`config.mk`:
```
export PLATFORM = sky130hd
export DESIGN_NAME = varredura_matriz
export DESIGN_NICKNAME = d
export VERILOG_FILES = /design/src/rtl/varredura_pkg.sv /design/src/rtl/contador_varredura.sv /design/src/rtl/varredura_matriz.sv
export SDC_FILE = /design/constraint.sdc
export NUM_CORES = 1
export LEC_CHECK = 0
export BUFFER_PORTS_ARGS = -buffer_cell sky130_fd_sc_hd__buf_2
export CAP_MARGIN = 20
export CELL_PAD_IN_SITES_DETAIL_PLACEMENT = 1
export CELL_PAD_IN_SITES_GLOBAL_PLACEMENT = 1
export CORE_ASPECT_RATIO = 1.25
export CORE_MARGIN = 1
export CORE_UTILIZATION = 29
export CTS_BUF_LIST = sky130_fd_sc_hd__clkbuf_8
export DETAILED_ROUTE_END_ITERATION = 8
export PLACE_DENSITY = 0.62
export SETUP_SLACK_MARGIN = 0.02
export SYNTH_ARGS = -nofsm -noshare
export SYNTH_HDL_FRONTEND = slang
export SYNTH_SLANG_ARGS = --single-unit
```
`constraint.sdc`:
```
create_clock -name clock -period 2.65 [get_ports clock]
set_input_delay 0.795 -clock clock [delete_from_list [all_inputs] [get_ports clock]]
set_output_delay 0.795 -clock clock [all_outputs]
set_load 0.01 [all_outputs]
```
`src/rtl/varredura_pkg.sv`:
```
// rtl/varredura_pkg.sv - shared constants and state encoding for the LED matrix scan driver
package varredura_pkg;

    localparam int NUM_COLUNAS = 5;
    localparam int NUM_LINHAS  = 7;

    localparam logic [NUM_COLUNAS-1:0] APAGADO_COL = 5'b11111;
    localparam logic [NUM_LINHAS-1:0]  APAGADO_LIN = 7'b1111111;

    typedef enum logic [1:0] {
        DESLIGADO = 2'd0,
        BLANK     = 2'd1,
        ATIVO     = 2'd2
    } estado_t;

endpackage

```
`src/rtl/contador_varredura.sv`:
```
// rtl/contador_varredura.sv - slot counter, column index, scan state and frame-boundary strobe
module contador_varredura
    import varredura_pkg::*;
#(
    parameter int DIV_VARREDURA = 50000,
    parameter int BLANK_CICLOS  = 16
) (
    input  logic       clock,
    input  logic       reset,
    input  logic       ligado,
    output logic       ativo,
    output logic [2:0] idx,
    output logic       fim_quadro
);

    localparam int CNT_W = $clog2(DIV_VARREDURA);
    localparam logic [CNT_W-1:0] CNT_ULTIMO    = CNT_W'(DIV_VARREDURA - 1);
    localparam logic [CNT_W-1:0] CNT_BLANK_FIM = CNT_W'(BLANK_CICLOS - 1);
    localparam logic [2:0]       IDX_ULTIMO    = 3'(NUM_COLUNAS - 1);

    estado_t          estado, estado_prox;
    logic [CNT_W-1:0] cnt, cnt_prox;
    logic [2:0]       idx_prox;

    always_ff @(posedge clock) begin
        if (reset) begin
            estado <= ligado ? BLANK : DESLIGADO;
            cnt    <= '0;
            idx    <= '0;
        end else begin
            estado <= estado_prox;
            cnt    <= cnt_prox;
            idx    <= idx_prox;
        end
    end

    always_comb begin
        estado_prox = estado;
        cnt_prox    = cnt;
        idx_prox    = idx;
        if (!ligado) begin
            estado_prox = DESLIGADO;
            cnt_prox    = '0;
            idx_prox    = '0;
        end else begin
            case (estado)
                DESLIGADO: begin
                    estado_prox = BLANK;
                    cnt_prox    = '0;
                    idx_prox    = '0;
                end
                BLANK: begin
                    cnt_prox = cnt + 1'b1;
                    if (cnt == CNT_BLANK_FIM)
                        estado_prox = ATIVO;
                end
                ATIVO: begin
                    if (cnt == CNT_ULTIMO) begin
                        cnt_prox    = '0;
                        estado_prox = BLANK;
                        idx_prox    = (idx == IDX_ULTIMO) ? 3'd0 : idx + 3'd1;
                    end else begin
                        cnt_prox = cnt + 1'b1;
                    end
                end
                default: estado_prox = DESLIGADO;
            endcase
        end
    end

    // The counter only reaches its last value while ATIVO, so this marks the frame edge exactly once.
    assign ativo      = (estado == ATIVO);
    assign fim_quadro = ativo && (cnt == CNT_ULTIMO) && (idx == IDX_ULTIMO);

endmodule

```
`src/rtl/varredura_matriz.sv`:
```
// rtl/varredura_matriz.sv - multiplexed 5x7 LED matrix scan driver with frame shadow and blink
module varredura_matriz
    import varredura_pkg::*;
#(
    parameter int DIV_VARREDURA = 50000,
    parameter int BLANK_CICLOS  = 16,
    parameter int PISCA_QUADROS = 50
) (
    input  logic       clock,
    input  logic       reset,
    input  logic       ligado,
    input  logic       pisca_habilita,
    input  logic [6:0] coluna1_entrada,
    input  logic [6:0] coluna2_entrada,
    input  logic [6:0] coluna3_entrada,
    input  logic [6:0] coluna4_entrada,
    input  logic [6:0] coluna5_entrada,
    output logic [4:0] sel_coluna,
    output logic [6:0] linhas,
    output logic       fim_quadro
);

    localparam int QW = $clog2(PISCA_QUADROS + 1);
    localparam logic [QW-1:0] Q_ULTIMO = QW'(PISCA_QUADROS - 1);

    logic                  ativo;
    logic [2:0]            idx;
    logic                  fim;
    logic [NUM_LINHAS-1:0] sombra [NUM_COLUNAS];
    logic                  fase_visivel;
    logic [QW-1:0]         quadros;
    logic                  pisca_q;

    contador_varredura #(
        .DIV_VARREDURA (DIV_VARREDURA),
        .BLANK_CICLOS  (BLANK_CICLOS)
    ) u_contador (
        .clock      (clock),
        .reset      (reset),
        .ligado     (ligado),
        .ativo      (ativo),
        .idx        (idx),
        .fim_quadro (fim)
    );

    always_ff @(posedge clock) begin
        if (reset || !ligado) begin
            for (int i = 0; i < NUM_COLUNAS; i++)
                sombra[i] <= APAGADO_LIN;
            fase_visivel <= 1'b1;
            quadros      <= '0;
        end else if (fim) begin
            sombra[0] <= coluna1_entrada;
            sombra[1] <= coluna2_entrada;
            sombra[2] <= coluna3_entrada;
            sombra[3] <= coluna4_entrada;
            sombra[4] <= coluna5_entrada;
            if (quadros == Q_ULTIMO) begin
                quadros      <= '0;
                fase_visivel <= ~fase_visivel;
            end else begin
                quadros <= quadros + 1'b1;
            end
        end
    end

    // Blink enable is registered so no input reaches the pins combinationally.
    always_ff @(posedge clock) begin
        if (reset)
            pisca_q <= 1'b0;
        else
            pisca_q <= pisca_habilita;
    end

    always_comb begin
        sel_coluna = APAGADO_COL;
        linhas     = APAGADO_LIN;
        if (ativo) begin
            sel_coluna = ~(5'b00001 << idx);
            if (fase_visivel || !pisca_q)
                linhas = sombra[idx];
        end
    end

    assign fim_quadro = fim;

endmodule

```
**Word-level counts from Yosys, hierarchy flattened**

Memories as Yosys holds them, arrays and structs flattened. A register that Yosys moved wholly into a read port is not among the register bits.
Index checks and enable logic that the tools add are counted.
W data, S select, Z words.

- Add/subtract/negate cells: 3
- Equal/unequal tests: 9
- Shift-type cells: 1
- Mux-type cells: 27
- Bitwise gates (word level): 8
- Reduce and logical (&&, ||, !) cells: 13

Operators by type and width:

| cell | count |
|---|---|
| $mux W7 | 7 |
| $pmux W16 S3 | 1 |
| $add A16 B1 Y16 const B | 1 |
| $eq A16 B16 Y1 const B | 1 |
| $eq A16 B4 Y1 const B | 1 |
| $mux W16 | 1 |
| $mux W3 | 4 |
| $mux W2 | 4 |
| $add A6 B1 Y6 const B | 1 |
| $eq A6 B6 Y1 const B | 1 |
| $mux W1 | 6 |
| $mux W6 | 1 |
| $pmux W2 S3 | 1 |
| $pmux W3 S2 | 1 |
| $reduce_and A2 Y1 | 3 |
| $mux W5 | 1 |
| $not A5 Y5 | 1 |
| $or A1 B1 Y1 | 5 |
| $shl A1 B3 Y5 const A | 1 |
| $ne A4 B3 Y1 const B | 1 |
| $ne A4 B4 Y1 const B | 1 |
| $add A3 B1 Y3 const B | 1 |
| $eq A3 B3 Y1 const B | 1 |
| $reduce_bool A3 Y1 | 1 |
| 10 further kinds | 14 |

- Bits in registers: 29
- Bits in writable memories: 35
- Input port bits: 39
- Logic and storage cells: 68
- Memories: 1

Memory list:

| name | words | bits a word | read ports | clocked after memory_dff | write ports | RTL line | source |
|---|---|---|---|---|---|---|---|
| sombra | 5 | 7 | 1 | 1 | 5 | varredura_matriz.sv:29 | `logic [NUM_LINHAS-1:0] sombra [NUM_COLUNAS];` |

**Longest topological paths before layout**

Gate-level depths: netlist of the first run.

- Word-level depth: 7
- Depth in mapped cells: 8

**Modules after synthesis**

From an unflattened synthesis of the first run, not the netlist that was laid out.

- Cell total of the unflattened synthesis: 309
- Area total of the unflattened synthesis: 3251.9 um2

Modules (own cells, without submodules):

| module | times used | cells an instance | area each (um2) | seq. area each (um2) |
|---|---|---|---|---|
| varredura_matriz | 1 | 154 | 2021.9 | 1211.2 |
| contador_varredura | 1 | 155 | 1229.9 | 440.4 |

**Worst setup path before layout of the first run**

No wires, ideal clock.

- Kind: register to register
- Start: register u_contador.estado[0]
- End: memory sombra[0][0] (enable)
- Setup time: 0.393 ns
- Data arrival time: 2.283 ns
- Required time: 2.257 ns
- Slack: -0.026 ns
- Cell stages (with the launch flop): 8
- Path buffers: 2
- Period minus slack after synthesis: 2.676 ns
- Cell sequence: edfxtp_1 > inv_1 > ha_1 > buf_2 > nand3_1 > or2_4 > buf_6 > nand2_1

RTL lines:

| item | RTL line | source |
|---|---|---|
| from (decl) | contador_varredura.sv:21 | `estado_t estado, estado_prox;` |
| from (signal assigned) | contador_varredura.sv:27 | `estado <= ligado ? BLANK : DESLIGADO;` |
| from (signal assigned) | contador_varredura.sv:31 | `estado <= estado_prox;` |
| to (decl) | varredura_matriz.sv:29 |  |

==> impl_metrics.yaml, run 1 <==
run_status:
  run_status: "finished clean"
sta:
  setup_slack_ns: 0.117
  setup-tns-final_ns: 0
  setup_viol: 0
  fin_crit_ns: 2.53
  max_slew.worst_pin.slew_ns: 0.480
  hold_violations: 0
  rsz0062_at_grt: "yes"
  slew_viol_final: 0
  skew_ns: 0.00954
  fmax_ghz: 0.395
  relSlewSlack_pct: 67.9
  fin_crit_sh_pct: 95.6
grt:
  gr-usage-all-layers_pct: 14.1
  grt-ovfl-total: 0
  grt_antenna_before_repair: 0
  grt_first_pass_wirelength_mm: 12.6
  first_global_vias: 2562
  grt_max_degree: 43
synth:
  yosys_warnings: 0
  synthDistinctLibCells: 38
  syn_area_sq_um: 3250
  synth_edf_count: 37
  synth-main-ff-cell: "edfxtp_1"
  avgSynthCellArea_sq_um: 11.0
  yosysSeqAreaShare_pct: 52.7
  synth_top_area_cell: "edfxtp_1"
  syn_nets: 346
  ys_seq_elements: 67
  synthCells: 295
  async_flop_share_pct: 0
  yosys.area.top_type_share_pct: 34.2
  synthTopCellsByArea: "edfxtp_1 34%, dfxtp_1 19%, or3_1 6.9%"
critical_path:
  critical_path_arrival_ns: 1.74
  crit_path_max_incr_delay_ns: 0.55
  critPathCaptureType: "output pin"
  path_max_fanout: 7
  required_ns: 1.86
  cp_slowest_cell: "mux4_2"
  worst-path-buf-inv: 1
  cp_top_family: "multiplexers"
  path_cells: "mux4_2 > mux2i_1 > nand2_1 > buf_2"
  path_class: "flop to output pin"
  reg2reg_slack_ns: 0.56
  cp-start-kind: "flop"
clocking:
  root_buffer: "clkbuf_8"
  insertion_delay_ns: 0.35
  htree_levels: 3
  clkTransAtPathRegs_ns: 0.08
  cts_tree: "yes"
  cts_buffer_depth: 2
  numCtsBuffers: 9
  cts_hold_buf: 0
  cts.sinks: 67
routing:
  routed_via_density: 4.86
  firstDrtPassIters: 4
  drt_iter0_markers: 70
  met2_length_mm: 3.95
  drc: 0
  wl_met1_mm: 3.29
  wl_met3_microns: 267
  num_vias: 2369
  post_drt_wl_per_cell_microns: 15.7
  top_layer: "met4"
  antenna_left: 0
  wirelength_mm: 7.66
hold_path:
  hp-class: "flop to flop"
placement:
  place_hpwl_mm: 5.64
  io_buffers: 51
  gp_congestion: 0.794
  post-place-ws_ns: 0.296
  dp.cells: 471
die:
  pin_count: 52
  coreArea_sq_um: 10700
  die_height_microns: 120
  start_util_pct: 30.3
  rows: 42
  dieArea_sq_um: 11600
  fp.dieW_microns: 96.6
power_and_ir_drop:
  power_leakage_uw: 0.00117
  powerDensity_nw_per_um2: 566
  peakVddDrop_v: 0.000217
final_layout:
  diodes: 0
  final_cell_mix: "51 x buf_2, 37 x edfxtp_1, 36 x or3_1, 28 x dfxtp_1, 26 x nor2_1"
  nNetsFinal: 401
  final_common_cell: "buf_2"
  layout-drive-gt1-share_pct: 25.6
  final_cells: 487
  syn2layout_area_growth_pct: 19.6
job:
  maxCapViolCount: 0
[path summary, 6_finish.rpt]
kind	from	end	depth (start not counted)
worst max-delay path	flop	linhas[0]	4
worst min-delay path	u_contador.cnt[0]	u_contador.cnt[0]	2
worst max register to register	u_contador.cnt[1]	sombra[4][4]	6
worst min register to register	u_contador.cnt[0]	u_contador.cnt[0]	2
[repair_timing]
action / in CTS / in global routing
setup buffers: 0 / 0
gates cloned: 0 / 0
setup endpoints to repair: 8 / 8
resized for setup: 2 / 2
[per-layer routing]
layer,vias up,track usage [%]
met2,40,24.9
li1,1162,-
met1,1156,15.8
met4,0,6.81
met3,11,3.64
met5,-,0
[metrics by stage]
stage	total power [uW]	instance area (sq um)	util, %	hold slack, ns
2_1_floorplan	1200	3250	-	0.458
3_5_place_dp	1260	3640	34.0	0.483
6_report	2200	3880	36.2	0.485
5_1_grt	2290	3880	36.2	0.508
3_3_place_gp	1260	3640	34.0	0.473
4_1_cts	2230	3870	36.1	0.498
[synthesized netlist by cell type, types with 7 or more instances]
| master | count |
|---|---|
| inv_1 | 13 |
| nand2_1 | 24 |
| nor2_1 | 26 |
| mux2i_1 | 7 |
| a21oi_1 | 10 |
| or3_1 | 36 |
| nor3_1 | 11 |
| ha_1 | 12 |
| mux4_2 | 7 |
| nand3_1 | 7 |
| xnor2_1 | 16 |
| nand4_1 | 7 |
| edfxtp_1 | 37 |
| dfxtp_1 | 30 |
[state kept, by name, indices dropped and copies added (netlist names), named ones only]
name	flops
quadros	6
fase_visivel	1
sombra	35
pisca_q	1
u_contador.idx	3
u_contador.estado	2
u_contador.cnt	16
[kinds of logic after synthesis]
logic type / after synthesis / synth area share (%)
xor gates and xnor gates: 17 / 4.59
AOI/OAI and AO/OA: 23 / 4.13
DFF: 67 / 52.7
buffers and inverters: 28 / 4.51
and+or+nand+nor: 134 / 22.4
muxes: 14 / 7.02
adders and majority gates: 12 / 4.63
[worst reg2reg max path: stages, from the launching register on]
cell	delay, ns
dfxtp_1	0.36
ha_1	0.18
and4b_1	0.22
nand4_1	0.15
or2_4	0.28
buf_4	0.24
or3_1	0.40
[area by class of cell]
cell class	count	area, sq um
fillers	1239	6840
flip-flops and latches	67	1710
multi-input cells	200	1400
repair buffers	59	328
well taps	132	165
clock buffers	9	124
clock inverters	7	100
inverters	13	48.8
[report_power, final]
| part | switching, uW | internal [uW] |
|---|---|---|
| sequential | 6.94 | 1100 |
| combinational | 73.7 | 55.1 |
| clock | 425 | 534 |
Note: power is estimated with default switching activity, not from simulation.
==> inputs of run 2 (changes only) <==
--- a/config.mk
+++ b/config.mk
@@ -11,11 +11,13 @@
 export CELL_PAD_IN_SITES_GLOBAL_PLACEMENT = 1
 export CORE_ASPECT_RATIO = 1.25
 export CORE_MARGIN = 1
-export CORE_UTILIZATION = 29
+export CORE_UTILIZATION = 41
 export CTS_BUF_LIST = sky130_fd_sc_hd__clkbuf_8
 export DETAILED_ROUTE_END_ITERATION = 8
-export PLACE_DENSITY = 0.62
+export GPL_ROUTABILITY_DRIVEN = 0
+export PLACE_DENSITY = 0.82
 export SETUP_SLACK_MARGIN = 0.02
 export SYNTH_ARGS = -nofsm -noshare
 export SYNTH_HDL_FRONTEND = slang
+export SYNTH_HIERARCHICAL = 1
 export SYNTH_SLANG_ARGS = --single-unit
==> run 2 against run 1 <==
Non-clock buffer count up 21. Sequential share of layout area down 3.6 points. First-iteration DRC count up 110%. Die area down 29%. Count of clock-buffer cells in the layout unchanged. Cell count down 1.2%. Worst hold slack better by 0.029 ns. Via count up 15%. Power about the same. Combinational power up 29%. Critical path type unchanged. Critical endpoint is now fim_quadro. Largest power group unchanged.
==> impl_metrics.yaml, run 2 <==
critical_path:
  path_class: "flop to output pin"
  path_max_fanout: 3
  critical_path_arrival_ns: 1.81
  reg2reg_slack_ns: 0.24
  critPathCaptureType: "output pin"
  r2r_cells: 8
  required_ns: 1.86
  r2r-end: "sombra[2][0]"
  reg2reg_from: "u_contador/cnt[9]"
  cp-start-kind: "flop"
routing:
  firstDrtPassIters: 4
  num_vias: 2734
  post_drt_wl_per_cell_microns: 19.2
  drc: 0
  wirelength_mm: 9.26
  antenna_left: 0
  drt_iter0_markers: 148
  routed_via_density: 5.68
final_layout:
  final_cell_mix: "50 x buf_2, 44 x or3_1, 37 x edfxtp_1, 29 x nand2_1, 25 x buf_4"
  design_area_sq_um: 4110
  nFillCells: 863
  nNetsFinal: 433
  top_register: "sombra"
  layout-drive-gt1-share_pct: 31.9
  final_common_cell: "buf_2"
  syn2layout_area_growth_pct: 26.4
  reg.largest.list: "sombra: 35 flops, u_contador/cnt: 16 flops, quadros: 6 flops"
  diodes: 0
  largest_reg_flops: 35
power_and_ir_drop:
  p_seq_share_pct: 48.3
  clkPwrFrac_pct: 44.1
  p_int_uw: 1660
  combPwrFrac_pct: 7.6
  powerDensity_nw_per_um2: 534
  power_switching_uw: 536
  p_sw_share_pct: 24.4
  peakVddDrop_v: 0.000289
  power_leakage_uw: 0.00133
die:
  pin_count: 52
  coreArea_sq_um: 7530
  start_util_pct: 43.2
  die_height_microns: 102
  rows: 35
  fp.dieW_microns: 81.7
  dieArea_sq_um: 8290
hold_path:
  min_to: "u_contador/cnt[15]"
  hp-class: "flop to flop"
  hp-start: "u_contador/cnt[15]"
  hold_depth: 2
synth:
  avgSynthCellArea_sq_um: 10.5
  synth_most_common_cell: "or3_1"
  ys_seq_elements: 64
  synth_edf_count: 37
  async_flop_share_pct: 0
  syn_nets: 358
  synthTopCellsByArea: "edfxtp_1 34%, dfxtp_1 17%, or3_1 8.5%"
  synth_top_area_cell: "edfxtp_1"
  yosysSeqAreaShare_pct: 50.8
  syn_area_sq_um: 3250
  synthDistinctLibCells: 49
  synth-main-ff-cell: "edfxtp_1"
  yosys_warnings: 6
  yosys.area.top_type_share_pct: 34.2
  netlist_top_cells_count: "44 x or3_1, 37 x edfxtp_1, 30 x nand2_1"
  synthCells: 309
clocking:
  cts_tree: "yes"
  cts.sinks: 64
  insertion_delay_ns: 0.35
  htree_levels: 3
  clkTransAtPathRegs_ns: 0.08
  numCtsBuffers: 9
  root_buffer: "clkbuf_8"
  cts_buffer_depth: 2
grt:
  grt_max_degree: 39
  grt_antenna_before_repair: 0
  grt-ovfl-total: 0
  gr-usage-all-layers_pct: 24.2
  first_global_vias: 2827
  grt_first_pass_wirelength_mm: 14.6
sta:
  relSlewSlack_pct: 53.2
  fin_crit_sh_pct: 98.2
  hold_violations: 0
  skew_ns: 0.0135
  fmax_ghz: 0.384
  max_slew.worst_pin.slew_ns: 0.702
  slew_viol_final: 0
  fin_crit_ns: 2.60
  rsz0062_at_grt: "no"
  setup_viol: 0
  whs_ns: 0.514
run_status:
  run_status: "finished clean"
placement:
  io_buffers: 51
  placed_area_sq_um: 3710
  place_hpwl_mm: 5.90
job:
  maxCapViolCount: 0
[run 2: cell types whose count changed in the layout (fill, tap and decap cells not counted), sizes merged, moves of 6 or more]
cell / delta
buf: +21
inv: +7
nand2: +6
nand3: +6
nor2: -11
nor3: -7
or3: +8
xnor2: -15
[run 2: stage by stage]
step	setup WS, ns	std cells	power, uW	TNS [ns]	utilization (%)
floorplan	0.0512	309	1160	0	-
global placement	0.144	454	1230	0	49.3
detailed placement	0.0617	454	1240	0	49.3
CTS	-0.000452	474	2200	-0.000452	53.3
global route	0.00855	481	2270	0	54.6
finish	0.0470	481	2200	0	54.6
[run 2: how the worst max path moves through the flow]
stage,startpoint,endpoint
detailed placement,u_contador/cnt[14],sombra[3][0]
global route,u_contador/estado[0],linhas[1]
CTS,u_contador/cnt[11],fim_quadro
floorplan,u_contador/cnt[0],sombra[0][0]
finish,u_contador/cnt[9],fim_quadro
global placement,u_contador/cnt[14],fim_quadro
[run 2: cells by family after synthesis]
group	count (synthesis)	share of synthesized area, %
AO/OA/AOI/OAI	41	7.93
XOR/XNOR	5	1.35
adder cells (fa/ha/maj)	10	3.85
buffers and inverters	35	4.46
flip-flops	64	50.8
multiplexers	15	7.31
AND/OR/NAND/NOR	139	24.3
[run 2: worst max-delay path, stage by stage, from the launching register on]
cell and delay, ns:
dfxtp_1 0.37, nor4bb_4 0.34, and4_4 0.28, and2_4 0.15, and3_4 0.20, buf_6 0.11
[run 2: layer usage]
metal	routed length, microns	share of wire, %	global-route usage, %	up-vias
li1	-	-	-	1291
met1	3940	43	30.1	1351
met2	4760	51	40.3	73
met3	301	3.3	3.60	19
met4	258	2.8	12.7	0
met5	0	0	0	-
[run 2: area by class of cell]
class	instances	area [sq um]	area share, %
repair buffers	80	512	12.4
clock buffers	9	124	3.01
well taps	92	115	2.80
inverters	19	71.3	1.73
flip-flops and latches	64	1670	40.6
clock inverters	7	103	2.50
multi-input cells	210	1520	36.9
[run 2: what timing repair did]
action,4_1_cts,5_1_grt
pin swaps,2,3
gates resized for setup,15,12
hold buffers,0,0
setup buffers,4,7
setup endpoints to repair,8,9
[run 2: power groups by stage]
stage / Clock (uW) / Sequential, uW / Combinational [uW]
4_1_cts: 981 / 1060 / 156
3_3_place_gp: 0 / 1090 / 144
6_report: 969 / 1060 / 167
5_1_grt: 1020 / 1060 / 184
3_5_place_dp: 0 / 1090 / 149
2_1_floorplan: 0 / 1080 / 78.9
